--- src/rtl/conv3x3_sched.sv ---
// conv3x3_sched: output-position / input-channel sequencer for the 3x3
// multi-channel convolution datapath.
//
// The sequencer walks every output position of one filter pass in raster
// order. For each position it issues one window fetch per input channel. The
// channel-phase code and data-valid go through an RD_LAT-deep delay line so
// they reach the datapath together with the returned window. The sequencer
// also writes the datapath results to sequential output-buffer addresses.
//
// Ports
//   clk, rst           clock, synchronous active-high reset
//   start              one-cycle pulse, starts a pass when idle
//   busy, done, err    pass in progress / end-of-pass pulse / sticky error:
//                      a result arrived when none was expected
//   win_valid/ready    window fetch handshake
//   win_row/col/ch     top-left window coordinate and input channel
//   dp_valid, dp_ch    datapath data-valid and channel phase
//                      (01 first, 11 middle, 10 last, 00 idle)
//   res_valid          datapath result strobe
//   out_we, out_addr   output-buffer write
//   dbg_state          current FSM state (0 idle, 1 issue, 2 drain)
//
// Handshake: a fetch transfers on every rising edge where win_valid and
// win_ready are both high. While win_valid is high and win_ready is low,
// win_row/win_col/win_ch hold steady. The sequencer never withdraws
// win_valid in the middle of a pass.

module conv3x3_sched #(
  parameter int IN_CH  = 3,
  parameter int IMG_W  = 224,
  parameter int STRIDE = 2,
  parameter int OUT_W  = 111,
  parameter int RD_LAT = 1,
  parameter int AW     = 9,
  parameter int OAW    = 16
) (
  input  logic           clk,
  input  logic           rst,
  input  logic           start,
  output logic           busy,
  output logic           done,
  output logic           err,
  output logic           win_valid,
  input  logic           win_ready,
  output logic [AW-1:0]  win_row,
  output logic [AW-1:0]  win_col,
  output logic [1:0]     win_ch,
  output logic           dp_valid,
  output logic [1:0]     dp_ch,
  input  logic           res_valid,
  output logic           out_we,
  output logic [OAW-1:0] out_addr,
  output logic [1:0]     dbg_state
);

  if ((OUT_W != (IMG_W - 3) / STRIDE + 1) || (IN_CH < 2) || (RD_LAT < 1)) begin : g_cfg_check
    $error("conv3x3_sched: inconsistent parameters");
  end

  typedef enum logic [1:0] {
    S_IDLE  = 2'd0,
    S_ISSUE = 2'd1,
    S_DRAIN = 2'd2
  } state_t;

  // The result counter is one bit wider than the address so that it can
  // represent the full count OUT_W*OUT_W.
  localparam int            CW       = OAW + 1;
  localparam logic [1:0]    CH_LAST  = 2'(IN_CH - 1);
  localparam logic [AW-1:0] POS_LAST = AW'(OUT_W - 1);
  localparam logic [AW-1:0] STEP     = AW'(STRIDE);
  localparam logic [CW-1:0] TOTAL    = CW'(OUT_W * OUT_W);
  localparam logic [CW-1:0] TOTAL_M1 = CW'(OUT_W * OUT_W - 1);

  state_t          r_state, w_next;
  logic [1:0]      r_ch;
  logic [AW-1:0]   r_ocol, r_orow;
  logic [AW-1:0]   r_col, r_row;
  logic [CW-1:0]   r_cnt;
  logic            r_out_we, r_done, r_err;
  logic [OAW-1:0]  r_out_addr;
  logic [RD_LAT-1:0] r_dl_v;
  logic [1:0]      r_dl_ph [RD_LAT];

  logic w_start, w_accept, w_ch_last, w_col_last, w_row_last, w_last_beat;
  logic w_res_ok;
  logic [1:0] w_phase;

  assign w_start     = (r_state == S_IDLE) && start;
  assign w_accept    = (r_state == S_ISSUE) && win_ready;
  assign w_ch_last   = (r_ch == CH_LAST);
  assign w_col_last  = (r_ocol == POS_LAST);
  assign w_row_last  = (r_orow == POS_LAST);
  assign w_last_beat = w_accept && w_ch_last && w_col_last && w_row_last;
  // A result is accepted only while a pass is running and slots remain.
  assign w_res_ok    = res_valid && (r_state != S_IDLE) && (r_cnt != TOTAL);

  always_comb begin
    w_phase = 2'b11;
    if (r_ch == 2'd0)      w_phase = 2'b01;
    else if (w_ch_last)    w_phase = 2'b10;
  end

  always_comb begin
    w_next = r_state;
    case (r_state)
      S_IDLE:  if (start) w_next = S_ISSUE;
      S_ISSUE: if (w_last_beat) w_next = S_DRAIN;
      // The count reaches TOTAL in the cycle of the final write and done.
      // The FSM therefore leaves one cycle after done.
      S_DRAIN: if (r_cnt == TOTAL) w_next = S_IDLE;
      default: w_next = S_IDLE;
    endcase
  end

  always_ff @(posedge clk) begin
    if (rst) begin
      r_state    <= S_IDLE;
      r_ch       <= '0;
      r_ocol     <= '0;
      r_orow     <= '0;
      r_col      <= '0;
      r_row      <= '0;
      r_cnt      <= '0;
      r_out_we   <= 1'b0;
      r_out_addr <= '0;
      r_done     <= 1'b0;
      r_err      <= 1'b0;
    end else begin
      r_state <= w_next;
      if (w_start) begin
        r_ch   <= '0;
        r_ocol <= '0;
        r_orow <= '0;
        r_col  <= '0;
        r_row  <= '0;
        r_cnt  <= '0;
      end else if (w_accept) begin
        // Channel is the innermost loop, then column, then row. The
        // coordinates step by STRIDE alongside the indices, so no
        // multiplier is needed. After the final beat the counters wrap to 0.
        if (w_ch_last) begin
          r_ch <= '0;
          if (w_col_last) begin
            r_ocol <= '0;
            r_col  <= '0;
            if (w_row_last) begin
              r_orow <= '0;
              r_row  <= '0;
            end else begin
              r_orow <= r_orow + 1'b1;
              r_row  <= r_row + STEP;
            end
          end else begin
            r_ocol <= r_ocol + 1'b1;
            r_col  <= r_col + STEP;
          end
        end else begin
          r_ch <= r_ch + 1'b1;
        end
      end

      r_out_we <= w_res_ok;
      r_done   <= w_res_ok && (r_cnt == TOTAL_M1);
      if (w_res_ok) begin
        r_out_addr <= r_cnt[OAW-1:0];
        r_cnt      <= r_cnt + 1'b1;
      end

      // If an unexpected result arrives in the same cycle as start, the
      // error is flagged.
      if (res_valid && !w_res_ok) r_err <= 1'b1;
      else if (w_start)           r_err <= 1'b0;
    end
  end

  // Delay line for {valid, phase}. A cycle without an accepted beat pushes
  // a bubble. dp_ch is therefore 00 whenever dp_valid is low.
  always_ff @(posedge clk) begin
    if (rst) begin
      r_dl_v <= '0;
      for (int i = 0; i < RD_LAT; i++) r_dl_ph[i] <= 2'b00;
    end else begin
      r_dl_v[0]  <= w_accept;
      r_dl_ph[0] <= w_accept ? w_phase : 2'b00;
      for (int i = 1; i < RD_LAT; i++) begin
        r_dl_v[i]  <= r_dl_v[i-1];
        r_dl_ph[i] <= r_dl_ph[i-1];
      end
    end
  end

  assign busy      = (r_state != S_IDLE);
  assign win_valid = (r_state == S_ISSUE);
  assign win_row   = r_row;
  assign win_col   = r_col;
  assign win_ch    = r_ch;
  assign dp_valid  = r_dl_v[RD_LAT-1];
  assign dp_ch     = r_dl_ph[RD_LAT-1];
  assign out_we    = r_out_we;
  assign out_addr  = r_out_addr;
  assign done      = r_done;
  assign err       = r_err;
  assign dbg_state = r_state;

endmodule
--- config.mk ---
export PLATFORM = sky130hd
export DESIGN_NAME = conv3x3_sched
export DESIGN_NICKNAME = d
export VERILOG_FILES = /design/src/rtl/conv3x3_sched.sv
export SDC_FILE = /design/constraint.sdc
export NUM_CORES = 1
export LEC_CHECK = 0
export ABC_CLOCK_PERIOD_IN_PS = 5000
export BUFFER_PORTS_ARGS = -buffer_cell sky130_fd_sc_hd__buf_4
export CELL_PAD_IN_SITES_DETAIL_PLACEMENT = 2
export CELL_PAD_IN_SITES_GLOBAL_PLACEMENT = 2
export CORE_MARGIN = 4
export CORE_UTILIZATION = 30
export DETAILED_ROUTE_END_ITERATION = 16
export GPL_ROUTABILITY_DRIVEN = 0
export PLACE_DENSITY = 0.69
export SYNTH_ARGS = -nofsm -noshare
export SYNTH_HDL_FRONTEND = slang
export SYNTH_SLANG_ARGS = --single-unit
--- constraint.sdc ---
create_clock -name clk -period 5 [get_ports clk]
set_clock_uncertainty 0.15 [all_clocks]
set_input_delay 0.5 -clock clk [delete_from_list [all_inputs] [get_ports clk]]
set_output_delay 0.5 -clock clk [all_outputs]
set_load 0.01 [all_outputs]
# Yosys cells after proc, flatten, opt, wreduce, memory -nomap -nowiden
# Memory sizes are Yosys's and may differ from the RTL's.
# Index checks and enable logic that the tools add are counted.
word_totals:
  in_bits: 5
  n_memories: 1
  latchBits: 0
  output_inout_bits: 46
  register_bits: 77
  ram_bits: 2
  romBits: 0
  elab_cells: 71
mem_list:
  columns: ["name", "depth", "width", "read_ports", "rd_ports_with_merged_regs", "wr", "line_no", "rtl"]
  rows:
  - ["r_dl_ph", 1, 2, 1, 0, 1, "83", "logic [1:0] r_dl_ph [RD_LAT];"]
op_classes:
  n_shift: 0
  n_reduce_logical: 20
  div: 0
  n_mux: 21
  n_eq_ne: 11
  n_lt_le_gt_ge: 0
  n_addsub: 6
  n_bitwise: 0
  mul: 0
op_table:
  columns: ["operator", "n"]
  rows:
  - ["two-way mux 9 bit", 4]
  - ["equality test 17 x 14 -> 1 bit, second input constant", 2]
  - ["two-way mux 17 bit", 2]
  - ["adder 9 x 1 -> 9 bit, second input constant", 2]
  - ["adder 9 x 2 -> 9 bit, second input constant", 2]
  - ["equality test 9 x 7 -> 1 bit, second input constant", 2]
  - ["adder 17 x 1 -> 17 bit, second input constant", 1]
  - ["!= test 17 x 14 -> 1 bit, second input constant", 1]
  - ["two-way mux 2 bit", 7]
  - ["logical AND 1 bit", 9]
  - ["two-way mux 1 bit", 7]
  - ["one-hot mux 2 bit (3 select lines)", 1]
  - ["AND reduction 3 bit", 2]
  - ["nonzero test 2 bit", 3]
  - ["equality test 2 bit, second input constant", 2]
  - ["logical NOT 2 bit", 2]
  - ["!= test 2 bit, second input constant", 2]
  - ["OR reduction 2 bit", 2]
  - ["adder 2 x 1 -> 2 bit, second input constant", 1]
  - ["equality test 2 x 1 -> 1 bit, second input constant", 1]
  - ["!= test 2 x 1 -> 1 bit, second input constant", 1]
  - ["AND reduction 2 bit", 1]
  - ["logical NOT 1 bit", 1]

# Logic depth before layout (Yosys ltp)
# Gate-level depths: netlist of run 1.
logic_depth:
  ltp_word: 7
  mapped_depth: 9
  depth_no_buf: 7

# Worst setup path before layout of run 1
# Ideal clock, no wire load.
synth_timing:
  path_type: "register to register"
  start: "register r_cnt[1]"
  end: "register r_cnt[13]"
  period_less_slack_ns: 1.986
  setup_time_ns: 0.095
  arrival_ns: 1.741
  slack_ns: 3.014
  path_stages_with_launch: 9
  n_path_buf: 1
  t_required_ns: 4.755
  path_cell_list: "dfxtp_1 inv_1 ha_1 and4b_1 and4_1 buf_6 nand2b_4 or4_1 o311ai_1"
synth_via:
  elab_chain_cells: 3
  elab_cells_between_ends: 5
  cone_classes: "add/sub: 1; eq/ne: 1; mux: 1; reduce/logical: 2"
synth_lines:
  columns: ["element", "line_no", "rtl"]
  rows:
  - ["start: declaration", "79", "logic [CW-1:0] r_cnt;"]
  - ["start signal: assignment", "167", "r_cnt <= r_cnt + 1'b1;"]
  - ["branches (longest 3 deep; another with adder 17 x 1 -> 17 bit)", null, null]
# Several ways; the timed one is not identified.
# A chain may end at the register's enable or synchronous reset.

# Worst setup path in the final report of run 1
layout_timing:
  start: "register r_ocol[1]"
  end: "register r_ocol[6]"
layout_via:
  elab_chain_cells: 2
  elab_cells_between_ends: 3
  cone_classes: "add/sub: 1; eq/ne: 1; mux: 1"
layout_lines:
  columns: ["element", "line_no", "rtl"]
  rows:
  - ["start: declaration", "77", "logic [AW-1:0] r_ocol, r_orow;"]
  - ["start signal: assignment", "155", "r_ocol <= r_ocol + 1'b1;"]
  - ["adder 9 x 1 -> 9 bit / equality test 9 x 7 -> 1 bit (equally long branches)", "155, 92", null]
  - ["two-way mux 9 bit (*)", "144", "if (w_col_last) begin"]
# Mark *: on every way between the ends. The rest lies on a longest branch, timed or not.

==> flow_summary.yaml, run 1 <==
clock_tree:
  postCtsSetupBuffers: 0
  cts_buffers: 9
  cts_tree: "yes"
  post_cts_resized: 0
  path_clk_slew_ns: 0.06
  hold_buffers: 0
  cts_root_buf: "clkbuf_16"
  cts_max_path_buffers: 2
  ctsHtreeMaxLevel: 3
  clock_latency_ns: 0.34
  clkSinkCount: 77
synth:
  synth_edf_count: 0
  synthesis.area_um2: 3520
  ys_seq_area_share_pct: 43.8
  async_flop_share_pct: 0
  ys.flop_type: "dfxtp_1"
  yosys.cell_types.count: 47
  syn_inst: 419
  syn_avg_cell_area_um2: 8.39
  ys_ff_latch: 77
  yosys_warnings: 0
setup_path:
  cp-startpoint: "r_ocol[1]"
  worstSetupPathType: "register to register"
  cp.required_ns: 5.02
  crit_fanout: 17
  critPathTopFamily: "compound AO/OA/AOI/OAI gates"
  cp_slowest_stage_delay_ns: 1.04
  reg2reg_from: "r_ocol[1]"
  worst_ep_arrival_time_ns: 2.66
  crit_slowest_cell: "o21ai_1"
  path_cells: "ha_1 -> nor4b_2 -> nand3_1 -> o21ai_1 -> nor2_1"
  crit_buf_inv: 0
  end_kind: "register"
  crit_path_start_kind: "register"
floorplan:
  core_area_um2: 11500
  start_util_pct: 30.7
  die-width_um: 116
  dieArea_um2: 13500
  rows: 39
  fp.dieH_um: 116
  io-pin-count: 51
timing:
  fin_setup_tns_ns: 0
  setup_violations: 0
  worst_slew_pin_slew_ns: 1.22
  timing.fmax_mhz: 378
  hold_viol_final: 0
  fin_ws_ns: 2.35
  max_slew_margin_pct: 18.4
  period_minus_slack_ns: 2.65
  maxSlewViolCount: 0
  post-route-period-util_pct: 52.9
  rsz0062_at_grt: "no"
power_and_ir_drop:
  power.leakage_nw: 1.49
  switching_share_pct: 22.2
  ir_drop_mv: 0.150
  intPower_mw: 1.01
  power_mw: 1.30
  pwr-share-clk_pct: 47.8
  power.switching_mw: 0.288
  p_comb_share_pct: 4.4
  power_frac_seq_pct: 47.9
  p_per_area_nw_per_um2: 308
final_layout:
  syn_to_final_growth_pct: 19.8
  final_cell_mix: "dfxtp_1 (77), nand2_1 (56), buf_4 (48)"
  final_common_cell: "dfxtp_1"
  finalNetCount: 472
  diodes: 0
  drive_gt1_share_pct: 13.9
route:
  drtIter0Drc: 142
  viasPerCell: 5.17
  drtAntennaViolNets: 0
  route.detailed.drc: 0
  wl_per_cell_um: 16.6
  vias: 3116
  wl_um: 10000
  drtPass1Iterations: 4
status:
  status: "completed"
place:
  dpl.hpwl_um: 7100
  dp_slack_ns: 2.27
  port_buffers: 48
global_routing:
  grt_pass1_vias: 3250
  gr-usage-all-layers_pct: 15.9
  grt_max_degree: 47
  grt-ovfl-total: 0
  grt_pass1_wl_um: 17000
  antenna_found_initial: 0
min_path:
  hold_path.class: "input pin to register"
  min_from: "res_valid"
run:
  cap_viol_max_count: 0
stage by stage:
step / hold WS [ns] / utilization, % / instance area, um2 / std cells
after floorplan: 0.312 / - / 3520 / 420
after global placement: 0.298 / 34.4 / 3940 / 590
after detailed placement: 0.306 / 34.4 / 3940 / 590
after CTS: 0.298 / 36.7 / 4210 / 603
after global routing: 0.344 / 36.7 / 4210 / 603
final: 0.305 / 36.7 / 4210 / 603
final timing paths:
check | end | slack [ns] | cells past startpoint
worst max-delay path | r_ocol[6] | 2.35 | 5
worst min-delay path | err | 0.31 | 3
worst max register to register | r_ocol[6] | 2.35 | 5
worst min register to register | out_addr[9] | 0.31 | 2
power groups by stage:
stage,Combinational [mW],Clock [mW],Sequential [mW]
final,0.0567,0.620,0.621
after CTS,0.0590,0.641,0.621
after global placement,0.0569,0,0.634
after global routing,0.0648,0.667,0.621
after detailed placement,0.0585,0,0.634
after floorplan,0.0377,0,0.634
metal layers:
| layer | track usage, % | vias to the layer above | part of all wire [%] |
|---|---|---|---|
| li1 | - | 1538 | - |
| met3 | 3.06 | 12 | 3.7 |
| met2 | 24.0 | 49 | 44 |
| met5 | 0 | - | 0 |
| met1 | 22.5 | 1517 | 51 |
| met4 | 6.26 | 0 | 1.7 |
cell usage after synthesis (3+ instances only):
master	count	area, um2
a211oi_1	4	30.0
a21oi_1	31	155
and2_1	7	43.8
and3_1	7	43.8
buf_2	8	40.0
buf_4	3	22.5
clkbuf_1	8	30.0
dfxtp_1	77	1540
ha_1	9	113
inv_1	9	33.8
nand2_1	56	210
nand2b_1	3	18.8
nand3_1	18	90.1
nand3b_1	7	52.6
nand4_1	17	106
nand4b_1	6	52.6
nor2_1	47	176
nor2b_1	3	18.8
nor3_1	14	70.1
nor4_1	9	56.3
o21ai_0	11	55.1
or3_1	4	25.0
xnor2_1	12	105
xor2_1	18	158
logic make-up (layout without fill, tap and decap cells):
group | after synthesis | after routing | share of synthesized area [%]
simple gates | 212 | 212 | 31.2
flops | 77 | 77 | 43.8
compound gates | 59 | 59 | 9.68
xor+xnor | 30 | 30 | 7.47
buf+inv | 30 | 70 | 4.23
fa+ha+maj | 9 | 9 | 3.20
other cells | 1 | 2 | 0.107
mux | 1 | 1 | 0.285
final cells by class:
class	count	area (um2)
inverters	9	33.8
repair buffers	48	360
fillers	1306	7250
clock buffers	10	229
clock inverters	3	40.0
well taps	143	179
multi-input cells	313	1830
flip-flops and latches	77	1540
sequential cells by signal, indices dropped and copies added, names as in the netlist:
| register | count |
|---|---|
| r_ocol | 9 |
| win_row | 8 |
| dp_valid | 1 |
| win_ch | 2 |
| out_addr | 16 |
| out_we | 1 |
| done | 1 |
| win_col | 8 |
| r_orow | 9 |
| r_dl_ph | 2 |
| r_cnt | 17 |
| err | 1 |
| dbg_state | 2 |
worst min-delay path, stage by stage:
cell	delay, ns
buf_4	0.10
a22oi_1	0.06
nor2_1	0.09
Note: power is estimated with default switching activity, not from simulation.
==> run 2: changes to the inputs <==
--- a/config.mk
+++ b/config.mk
@@ -5,7 +5,8 @@
 export SDC_FILE = /design/constraint.sdc
 export NUM_CORES = 1
 export LEC_CHECK = 0
-export ABC_CLOCK_PERIOD_IN_PS = 5000
+export ABC_AREA = 1
+export ABC_CLOCK_PERIOD_IN_PS = 2700
 export BUFFER_PORTS_ARGS = -buffer_cell sky130_fd_sc_hd__buf_4
 export CELL_PAD_IN_SITES_DETAIL_PLACEMENT = 2
 export CELL_PAD_IN_SITES_GLOBAL_PLACEMENT = 2
@@ -13,7 +14,7 @@
 export CORE_UTILIZATION = 30
 export DETAILED_ROUTE_END_ITERATION = 16
 export GPL_ROUTABILITY_DRIVEN = 0
-export PLACE_DENSITY = 0.69
+export PLACE_DENSITY = 0.73
 export SYNTH_ARGS = -nofsm -noshare
 export SYNTH_HDL_FRONTEND = slang
 export SYNTH_SLANG_ARGS = --single-unit
==> constraint.sdc (replaced) <==
create_clock -name clk -period 2.7 [get_ports clk]
set_clock_uncertainty 0.15 [all_clocks]
set_input_delay 0.27 -clock clk [delete_from_list [all_inputs] [get_ports clk]]
set_output_delay 0.27 -clock clk [all_outputs]
set_load 0.01 [all_outputs]
==> flow_summary.yaml, run 2 <==
status:
  status: "completed"
floorplan:
  dieArea_um2: 14800
  core_area_um2: 12600
  start_util_pct: 30.7
  rows: 41
  io-pin-count: 51
  fp.dieH_um: 122
  die-width_um: 122
final_layout:
  finalNetCount: 622
  final_common_cell: "nand2_1"
  stdcell_area_um2: 4670
  largest_register_ff_count: 17
  drive_gt1_share_pct: 14.8
  diodes: 0
  top_register: "r_cnt"
  syn_to_final_growth_pct: 20.4
  final_cell_mix: "nand2_1 (114), nor2_1 (97), dfxtp_1 (77)"
  nFillCells: 1539
synth:
  synth_edf_count: 0
  ys_ff_latch: 77
  yosys.area_share.simple_pct: 35.4
  yosys-top-cells-area: "dfxtp_1 (40%), nand2_1 (11%), nor2_1 (9.4%), nand3_1 (6.7%), inv_1 (5.6%)"
  yosys_warnings: 0
  synthXorXnorAreaFrac_pct: 2.03
  yosys.area.top_type_share_pct: 39.8
  synthesis.area_um2: 3880
  synth_mux_area_share_pct: 0
  syn_avg_cell_area_um2: 6.87
  ys.flop_type: "dfxtp_1"
  synth_top_family_by_area: "simple AND/OR/NAND/NOR gates"
  async_flop_share_pct: 0
  synth_top_area_cell: "dfxtp_1"
  ys_seq_area_share_pct: 39.8
  syn_inst: 564
  synthAdderAreaFrac_pct: 2.90
  ys_top_cells_by_count: "nand2_1 (114), nor2_1 (97), dfxtp_1 (77)"
  yosys.cell_types.count: 34
  synth_compound_area_share_pct: 10.7
  yosysMostFrequentCell: "nand2_1"
clock_tree:
  cts_root_buf: "clkbuf_16"
  cts_max_path_buffers: 2
  clock_latency_ns: 0.35
  post_cts_resized: 0
  cts_buffers: 9
  ctsHtreeMaxLevel: 3
  cts_tree: "yes"
  path_clk_slew_ns: 0.06
  hold_buffers: 0
  postCtsSetupBuffers: 0
  clkSinkCount: 77
min_path:
  hold_depth: 3
  hold_path.class: "input pin to register"
  hold_end: "err"
  min_from: "res_valid"
setup_path:
  path_cells: "inv_1 -> ha_1 -> inv_1 -> nor3_2 -> nand2_1 -> nor2_2 -> a21oi_2 -> inv_1 -> nor2_1"
  crit_fanout: 11
  cp.required_ns: 2.79
  reg2reg_depth: 9
  worstReg2RegEnd: "win_row[1]"
  crit_path_start_kind: "register"
  crit_top_cell: "inv_1"
  cp_slowest_stage_delay_ns: 0.37
  end_kind: "register"
  r2r_slack_ns: 0.67
  reg2reg_from: "r_ocol[0]"
  crit_slowest_cell: "nor2_2"
  worst_ep_arrival_time_ns: 2.12
  worstSetupPathType: "register to register"
route:
  drtAntennaViolNets: 0
  viasPerCell: 4.87
  drtPass1Iterations: 4
  vias: 3823
  wl_um: 12400
  wl_per_cell_um: 15.8
  drtIter0Drc: 175
  route.detailed.drc: 0
place:
  dpl.hpwl_um: 9120
  place_area_um2: 4370
  port_buffers: 48
  dp_slack_ns: 0.663
global_routing:
  antenna_found_initial: 0
  grt-ovfl-total: 0
  gr-usage-all-layers_pct: 18.3
  grt_pass1_wl_um: 21400
  grt_pass1_vias: 4253
  grt_max_degree: 36
power_and_ir_drop:
  power.leakage_nw: 1.81
  ir_drop_mv: 0.347
  p_per_area_nw_per_um2: 567
timing:
  post-route-period-util_pct: 75.0
  hold_viol_final: 0
  fin_ws_ns: 0.674
  setup_violations: 0
  maxSlewViolCount: 0
  fin_setup_tns_ns: 0
  period_minus_slack_ns: 2.03
  timing.fmax_mhz: 494
  rsz0062_at_grt: "no"
run:
  cap_viol_max_count: 0
-- run 2: critical path, delay by kind of cell, from the launching register on --
kind | cells | cell delay [ns]
and+or+nand+nor | 4 | 0.75
buffers and inverters | 3 | 0.31
AOI/OAI and AO/OA | 1 | 0.20
DFF | 1 | 0.32
adders and majority gates | 1 | 0.18
-- run 2: layer usage --
layer  wire (um)  vias up  global-route usage [%]
li1            -     1892                       -
met3         294       12                    4.27
met4         152        0                    5.32
met5           0        -                       0
met1        5270     1895                    20.7
met2        6700       24                    33.9
-- run 2: kinds of logic after synthesis --
family / after synthesis
AND/OR/NAND/NOR: 308
AO/OA/AOI/OAI: 79
other: 1
adder cells (fa/ha/maj): 9
XOR/XNOR: 9
buffers and inverters: 81
flip-flops: 77
-- run 2: worst max path at each step --
stage / start / endpoint / slack [ns] / cells past startpoint
CTS: r_orow[0] / win_row[4] / 0.66 / 7
global placement: r_orow[0] / win_row[4] / 0.79 / 7
floorplan: dbg_state[0] / r_ocol[5] / 1.06 / 9
finish: r_ocol[0] / win_row[1] / 0.67 / 9
global route: r_ocol[0] / r_orow[5] / 0.40 / 10
detailed placement: r_ocol[0] / win_row[4] / 0.66 / 9
-- run 2: through the flow --
| stage | utilization (%) | hold slack [ns] | power, mW | cells |
|---|---|---|---|---|
| after global placement | 34.6 | 0.313 | 1.44 | 769 |
| after CTS | 37.0 | 0.0358 | 2.71 | 785 |
| after detailed placement | 34.6 | 0.322 | 1.45 | 769 |
| after global routing | 37.0 | 0.0406 | 2.78 | 785 |
| after floorplan | - | 0.204 | 1.35 | 565 |
| final | 37.0 | 0.0483 | 2.65 | 785 |
-- run 2: area by class of cell --
| type | instances | area, um2 | share of cell area, % |
|---|---|---|---|
| clock buffers | 9 | 225 | 4.83 |
| clock inverters | 7 | 75.1 | 1.61 |
| flip-flops and latches | 77 | 1540 | 33.0 |
| inverters | 60 | 225 | 4.83 |
| well taps | 172 | 215 | 4.61 |
| repair buffers | 53 | 398 | 8.53 |
| multi-input cells | 407 | 1990 | 42.6 |
-- run 2: power breakdown --
| group | internal, mW | switching, mW |
|---|---|---|
| combinational | 0.0812 | 0.148 |
| sequential | 1.17 | 0.0184 |
| clock | 0.719 | 0.515 |
==> run 3: changes to the inputs <==
==> config.mk (replaced) <==
export PLATFORM = sky130hd
export DESIGN_NAME = conv3x3_sched
export DESIGN_NICKNAME = d
export VERILOG_FILES = /design/src/rtl/conv3x3_sched.sv
export SDC_FILE = /design/constraint.sdc
export NUM_CORES = 1
export LEC_CHECK = 0
export ABC_AREA = 0
export ABC_CLOCK_PERIOD_IN_PS = 1700
export BUFFER_PORTS_ARGS = -buffer_cell sky130_fd_sc_hd__buf_4
export CELL_PAD_IN_SITES_DETAIL_PLACEMENT = 2
export CELL_PAD_IN_SITES_GLOBAL_PLACEMENT = 2
export CORE_MARGIN = 4
export CORE_UTILIZATION = 30
export DETAILED_ROUTE_END_ITERATION = 16
export GPL_ROUTABILITY_DRIVEN = 0
export PLACE_DENSITY = 0.72
export SYNTH_ARGS = -nofsm -noshare
export SYNTH_HDL_FRONTEND = slang
export SYNTH_SLANG_ARGS = --single-unit
==> constraint.sdc (replaced) <==
create_clock -name clk -period 1.7 [get_ports clk]
set_clock_uncertainty 0.15 [all_clocks]
set_input_delay 0.17 -clock clk [delete_from_list [all_inputs] [get_ports clk]]
set_output_delay 0.17 -clock clk [all_outputs]
set_load 0.01 [all_outputs]
==> flow_summary.yaml, run 3 (synthesis results as in run 1) <==
timing:
  maxSlewViolCount: 0
  setup_violations: 70
  rsz0062_at_grt: "yes"
  timing.fmax_mhz: 468
  post-route-period-util_pct: 126
  fin_setup_tns_ns: -15.06
  fin_ws_ns: -0.436
  period_minus_slack_ns: 2.14
  hold_viol_final: 0
setup_path:
  reg2reg_from: "r_cnt[11]"
  crit_slowest_cell: "dfxtp_2"
  r2r_slack_ns: -0.44
  worstReg2RegEnd: "out_addr[0]"
  path_cells: "nor4_2 -> buf_4 -> and4_4 -> nand2b_4 -> buf_6 -> buf_8 -> nand2_1 -> a21oi_1"
  end_kind: "register"
  cp.required_ns: 1.79
  cp_slowest_stage_delay_ns: 0.33
  crit_buf_inv: 3
  critPathTopFamily: "simple AND/OR/NAND/NOR gates"
  reg2reg_depth: 8
  worstSetupPathType: "register to register"
  crit_fanout: 7
  crit_path_start_kind: "register"
  worst_ep_arrival_time_ns: 2.23
route:
  wl_um: 18300
  drtAntennaViolNets: 0
  wl_per_cell_um: 25.8
  drtIter0Drc: 165
  vias: 3899
  drtPass1Iterations: 4
  route.detailed.drc: 0
  viasPerCell: 5.49
floorplan:
  core_area_um2: 11500
  die-width_um: 116
  rows: 39
  io-pin-count: 51
  dieArea_um2: 13500
  start_util_pct: 30.7
  fp.dieH_um: 116
final_layout:
  final_cell_mix: "buf_4 (123), dfxtp_1 (69), nand2_1 (33)"
  top_register: "r_cnt"
  diodes: 0
  register_area_um2: 1550
  syn_to_final_growth_pct: 66.7
  finalNetCount: 576
  nFillCells: 1163
  multi_input_area_um2: 2480
  final_common_cell: "buf_4"
  largest_register_ff_count: 17
  drive_gt1_share_pct: 49.0
  final_core_util_pct: 51.1
min_path:
  hold_path.class: "input pin to register"
  hold_end: "r_cnt[11]"
  min_from: "rst"
  hold_depth: 2
global_routing:
  grt_pass1_wl_um: 22500
  antenna_found_initial: 0
  gr-usage-all-layers_pct: 21.8
  grt_max_degree: 23
  grt_pass1_vias: 4156
  grt-ovfl-total: 0
clock_tree:
  cts_root_buf: "clkbuf_16"
  cts_max_path_buffers: 2
  clock_latency_ns: 0.36
  ctsHtreeMaxLevel: 3
  cts_tree: "yes"
  cts_buffers: 9
  clkSinkCount: 77
  path_clk_slew_ns: 0.06
power_and_ir_drop:
  switching_share_pct: 26.3
  pwr-share-clk_pct: 47.2
  p_per_area_nw_per_um2: 713
  ir_drop_mv: 0.942
  p_comb_share_pct: 9.1
  power_frac_seq_pct: 43.7
  intPower_mw: 3.08
  power.leakage_nw: 2.36
  power.switching_mw: 1.10
status:
  violations: "setup timing"
  status: "finished, violations left"
place:
  dpl.hpwl_um: 8980
  port_buffers: 48
run:
  cap_viol_max_count: 0
run 3: power by group through the flow:
stage          registers (mW)  clock network [mW]  logic (mW)
3_5_place_dp             1.86                   0       0.257
4_1_cts                  1.82                1.94       0.307
2_1_floorplan            1.87                   0       0.117
6_report                 1.82                1.97       0.380
3_3_place_gp             1.86                   0       0.248
5_1_grt                  1.82                2.10       0.397
run 3: repair_timing:
action | 4_1_cts | 5_1_grt
pin swaps | 20 | 52
endpoints found under the hold margin | 1 | 0
gates resized for setup | 41 | 130
hold buffers | 1 | 0
buffers inserted | 11 | 16
cloned | 2 | 2
setup endpoints to repair | 70 | 73
run 3: per-layer routing:
layer	GRT usage [%]	share of wire (%)
met5	0	0
met4	10.1	3.8
met3	2.75	3.2
met1	25.2	39
met2	39.7	54
run 3: through the flow:
step / instance area [um2] / setup WS [ns] / cells / power (mW) / hold slack, ns
floorplan: 3590 / -0.101 / 420 / 1.98 / 0.168
global placement: 4620 / -0.206 / 666 / 2.11 / 0.280
detailed placement: 4620 / -0.270 / 666 / 2.12 / 0.307
CTS: 5240 / -0.193 / 696 / 4.07 / 0.0269
global route: 5860 / -0.445 / 710 / 4.32 / 0.0635
finish: 5860 / -0.436 / 710 / 4.18 / 0.0455
run 3: worst max path at each step:
stage	from	to	depth (start not counted)
floorplan	r_cnt[1]	r_cnt[13]	8
global placement	r_cnt[1]	r_cnt[14]	7
detailed placement	r_cnt[1]	r_cnt[6]	8
CTS	r_cnt[1]	r_cnt[6]	8
global route	r_ocol[0]	dbg_state[0]	9
finish	r_cnt[11]	out_addr[0]	8
run 3: final cells by class:
class	instances	area share (%)
multi-input combinational	313	42.3
tap	143	3.05
sequential	77	26.5
inverter	9	0.577
timing repair buffer	152	22.6
clock buffer	13	4.61
clock inverter	3	0.320
